==> config.mk <==
export PLATFORM = sky130hd
export DESIGN_NAME = bootrom_sched
export DESIGN_NICKNAME = d
export VERILOG_FILES = /design/src/rtl/bootrom_sched.sv
export SDC_FILE = /design/constraint.sdc
export NUM_CORES = 1
export LEC_CHECK = 0
export ABC_AREA = 1
export CORE_MARGIN = 1.5
export CORE_UTILIZATION = 40
export CTS_CLUSTER_SIZE = 20
export DETAILED_ROUTE_END_ITERATION = 7
export PLACE_DENSITY = 0.74
export SLEW_MARGIN = 25
export SYNTH_ARGS = -nofsm -noshare
export SYNTH_HDL_FRONTEND = slang
export SYNTH_SLANG_ARGS = --single-unit
==> constraint.sdc <==
create_clock -name clk -period 4 [get_ports clk]
set_input_delay 0.4 -clock clk [delete_from_list [all_inputs] [get_ports clk]]
set_output_delay 0.4 -clock clk [all_outputs]
set_load 0.01 [all_outputs]
==> src/rtl/bootrom_sched.sv <==
// Boot ROM scheduler: shares one ROM read port between CPU and host,
// and owns the boot overlay flag that maps the ROM at address 0.
module bootrom_sched #(
  parameter int unsigned HOST_MAXWAIT = 8
) (
  input  logic        clk,
  input  logic        reset_n,
  input  logic        cpu_req,
  input  logic [9:0]  cpu_addr,
  output logic        cpu_ack,
  output logic [15:0] cpu_data,
  input  logic        host_req,
  input  logic [9:0]  host_addr,
  output logic        host_ack,
  output logic [15:0] host_data,
  input  logic        ovl_clr,
  input  logic        host_reboot,
  output logic        ovl,
  output logic        rom_aen,
  output logic        rom_rd,
  output logic [9:0]  rom_addr,
  input  logic [15:0] rom_data
);

  typedef enum logic [1:0] {
    IDLE,
    RD,
    ACK
  } state_t;

  localparam logic [7:0] MAXW = 8'(HOST_MAXWAIT);

  state_t     state;
  state_t     state_nx;
  logic       gnt_host;
  logic [7:0] starve;
  logic       cpu_win;
  logic       host_win;

  always_comb begin
    state_nx = state;
    cpu_win  = 1'b0;
    host_win = 1'b0;
    unique case (state)
      IDLE: begin
        host_win = host_req &&
                   (!cpu_req || starve >= MAXW);
        cpu_win  = cpu_req && !host_win;
        if (cpu_win || host_win)
          state_nx = RD;
      end
      RD:      state_nx = ACK;
      ACK:     state_nx = IDLE;
      default: state_nx = IDLE;
    endcase
  end

  always_ff @(posedge clk or negedge reset_n) begin
    if (!reset_n) begin
      state     <= IDLE;
      gnt_host  <= 1'b0;
      starve    <= '0;
      ovl       <= 1'b1;
      rom_aen   <= 1'b0;
      rom_rd    <= 1'b0;
      rom_addr  <= '0;
      cpu_data  <= '0;
      host_data <= '0;
    end else begin
      state    <= state_nx;
      rom_aen  <= 1'b0;
      rom_rd   <= 1'b0;
      rom_addr <= '0;
      // reboot dominates a simultaneous clear
      if (host_reboot)
        ovl <= 1'b1;
      else if (ovl_clr)
        ovl <= 1'b0;
      if (cpu_win) begin
        gnt_host <= 1'b0;
        rom_aen  <= ovl;
        rom_rd   <= ovl;
        rom_addr <= ovl ? cpu_addr : '0;
        if (host_req && starve != 8'hFF)
          starve <= starve + 8'd1;
      end
      if (host_win) begin
        gnt_host <= 1'b1;
        rom_aen  <= 1'b1;
        rom_rd   <= 1'b1;
        rom_addr <= host_addr;
        starve   <= '0;
      end
      if (state == RD) begin
        if (gnt_host)
          host_data <= rom_data;
        else
          cpu_data <= rom_aen ? rom_data : '0;
      end
    end
  end

  assign cpu_ack  = (state == ACK) && !gnt_host;
  assign host_ack = (state == ACK) && gnt_host;

endmodule

==> impl_metrics.csv <==
group,metric,value,unit
sta,slew_violations,0,
floorplan,fp.dieW,79.20,microns
critical_path,cp_num_buf_inv,1,
pwr,power_density,595.0,nW/um^2
synthesis,synth-seq-area-share,59.32,%
synthesis,yosysUniqueCellTypes,25,
clock_network,numCtsBuffers,5,
critical_path,crit_required,3.60,ns
detailed_routing,drt_drc_violations_left,0,
sta,fin_crit_sh,53.28,%
global_route,grt_max_degree,56,
floorplan,die_h,79.20,microns
critical_path,cp_top_family,"flip-flops",
synthesis,yosysTopAreaCell,"dfrtp_1",
floorplan,ios,89,
detailed_routing,drtPass1Iterations,4,
clock_network,cts_root_buf,"clkbuf_8",
clock_network,numClockSinks,55,
global_route,antenna_found_initial,0,
sta,setup_violations,0,
pwr,power.leakage,1.515,nW
floorplan,row_count,27,
clock_network,clockBufferDepth,2,
hold_path,hold_class,"input pin to async pin",
floorplan,start_util,41.92,%
sta,finClkSkew,0.007594,ns
detailed_routing,drt-total-wl,4952,microns
pwr,p_sw_share,32.89,%
cells_and_area,fin_nets,354,
place,dp_hpwl,3641,microns
place,post-place-ws,1.960,ns
critical_path,critical_path.slowest_cell,"dfrtp_1",
sta,hold_viol_final,0,
clock_network,clk_pin_slew_worst_paths,0.10,ns
critical_path,critPathLaunchType,"flip-flop",
synthesis,synth_nets,268,
critical_path,cp-end-kind,"output port",
pwr,p_comb_share,41.2,%
critical_path,path_cells,"clkdlybuf4s50_1",
global_route,overflow,0,
synthesis,synth_area_per_cell,10.37,sq um
pwr,clockPowerShare,15.7,%
cells_and_area,area_delta_synth_final,44.02,%
critical_path,crit_arrival,1.73,ns
place,numPortBuffers,88,
synthesis,netlist_area,2322,sq um
sta,layout_min_cycle_time,2.131,ns
floorplan,dieArea,6272,sq um
pwr,internal_power,1.336,mW
floorplan,core_region_area,5540,sq um
sta,rsz0062_at_grt,"no",
sta,timing.fmax,469.2,MHz
clock_network,clk_latency,0.30,ns
cells_and_area,layout-drive-gt1-share,9.968,%
clock_network,cts_resized,0,
sta,hold_slack,0.2095,ns
pwr,vdd_drop_max,0.0002448,V
clock_network,ctsHtreeMaxLevel,2,
place,dpl_cell_area,3249,sq um
detailed_routing,ant_nets,0,
clock_network,holdBufCountCts,0,
place,place_congestion,0.8085,
global_route,grt_usage,16.74,%
job,maxCapViolCount,0,
critical_path,critPathKind,"flip-flop to output port",
cells_and_area,fin_area,3344,sq um
critical_path,slowest_delay,0.76,ns
clock_network,cts_tree,"done",
sta,max_slew.worst_pin.slew,0.9758,ns
detailed_routing,viasPerCell,4.799,
pwr,switchingPower,0.6546,mW
synthesis,synthCells,224,
synthesis,ys_ff_latch,55,
run_status,status,"finished clean",
synthesis,yosysWarnings,0,
detailed_routing,post_drt_wl_per_cell,12.93,microns
sta,setup_ws,1.869,ns
detailed_routing,vias,1838,
synthesis,synth_area_leaders,"dfrtp_1 (58%), mux2_4 (6.5%), nand2_1 (5.3%)",
cells_and_area,stdcell_count,383,
critical_path,path_max_fanout,18,
sta,setup-tns-final,0,ns
detailed_routing,initialDrtViolationCount,139,
cells_and_area,nFillCells,472,
synthesis,netlist.area_leader.share,58.19,%
global_route,grt_pass1_vias,1800,
global_route,grt_pass1_wl,8190,microns
cells_and_area,num_antenna_cells,0,
clock_network,post_cts_buffers,0,
place,placed_cells,375,
pwr,p_seq_share,43.1,%
sta,relSlewSlack,34.74,%
-- through the flow --
stage | utilization, % | power, mW
4_1_cts | 60.37 | 2.018
3_3_place_gp | 58.65 | 1.674
5_1_grt | 60.37 | 2.126
3_5_place_dp | 58.65 | 1.699
6_report | 60.37 | 1.990
2_1_floorplan | - | 1.276
-- power by group through the flow --
stage / clock network [mW] / logic (mW) / registers, mW
floorplan: 0 / 0.374 / 0.901
global placement: 0 / 0.810 / 0.864
detailed placement: 0 / 0.826 / 0.873
CTS: 0.326 / 0.831 / 0.861
global route: 0.352 / 0.892 / 0.883
finish: 0.312 / 0.820 / 0.858
-- final cells by class --
| cell class | count | area (sq um) | share of cell area, % |
|---|---|---|---|
| flip-flops and latches | 55 | 1378 | 41.19 |
| repair buffers | 89 | 883.3 | 26.41 |
| multi-input cells | 129 | 785.8 | 23.49 |
| inverters | 30 | 112.6 | 3.367 |
| well taps | 72 | 90.09 | 2.694 |
| clock buffers | 7 | 86.33 | 2.581 |
| clock inverters | 1 | 8.758 | 0.2619 |
-- layer usage --
metal  vias to the layer above  routed length (microns)  global-route usage (%)  part of all wire [%]
li1                        895                        -                       -                     -
met1                       862                     2093                   20.81                    42
met2                        74                     2390                   27.61                    48
met3                         7                      377                   4.943                   7.6
met4                         0                       89                   6.140                   1.8
met5                         -                        0                       0                     0
-- synth_stat cells (all sizes together) --
cell type and instances:
dfrtp 54, nand2 34, inv 30, o21ai 28, nand3 24, mux2 16
nor2 12, nand4 6, buf 5, clkbuf 5, nor3 3, ha 2
a21boi 1, dfstp 1, o21a 1, o21bai 1, xor2 1
-- cell usage in the layout (no fill, tap or decap) --
| cell type | n |
|---|---|
| inv_2 | 2 |
| nand4_1 | 6 |
| xor2_1 | 1 |
| buf_2 | 1 |
| nand2_1 | 33 |
| a21boi_0 | 1 |
| mux2_4 | 10 |
| dfstp_2 | 1 |
| o21a_1 | 1 |
| mux2_2 | 6 |
| nor3_1 | 2 |
| clkdlybuf4s50_1 | 87 |
| nand3_1 | 24 |
| dfrtp_1 | 54 |
| inv_1 | 28 |
| o21ai_1 | 4 |
| clkbuf_8 | 6 |
| ha_1 | 2 |
| nand2_4 | 1 |
| clkbuf_1 | 1 |
| o21bai_1 | 1 |
| nor3_4 | 1 |
| buf_4 | 1 |
| nor2_1 | 11 |
| o21ai_0 | 24 |
| nor2_4 | 1 |
| clkinv_4 | 1 |
-- flip-flops by register name, summed over array words and instances, names as in the netlist --
signal,flops
rom_rd,1
state,2
host_data,16
rom_addr,10
cpu_data,16
starve,8
gnt_host,1
ovl,1
-- kinds of logic after synthesis --
logic type / after synthesis / synth area share (%)
compound gates: 31 / 7.005
fa+ha+maj: 2 / 1.077
mux: 16 / 9.375
flops: 55 / 59.32
simple gates: 79 / 15.73
xor+xnor: 1 / 0.3772
buf+inv: 40 / 7.112
-- path summary, 6_finish.rpt --
check | start | endpoint | slack [ns] | cells after the start
setup / recovery | rom_rd$_DFF_PN0_ | rom_aen | 1.87 | 1
hold / removal | reset_n | host_data[14]$_DFFE_PN0P_ | 0.21 | 2
setup reg to reg | state[1]$_DFFE_PN0P_ | cpu_data[0]$_DFFE_PN0P_ | 2.32 | 3
hold reg to reg | host_data[15]$_DFFE_PN0P_ | host_data[15]$_DFFE_PN0P_ | 0.51 | 1
max in group asynchronous | reset_n | starve[5]$_DFFE_PN0P_ | 3.34 | 2
min in group clk | host_data[15]$_DFFE_PN0P_ | host_data[15]$_DFFE_PN0P_ | 0.51 | 1
Power figures use the tool's default switching activity.
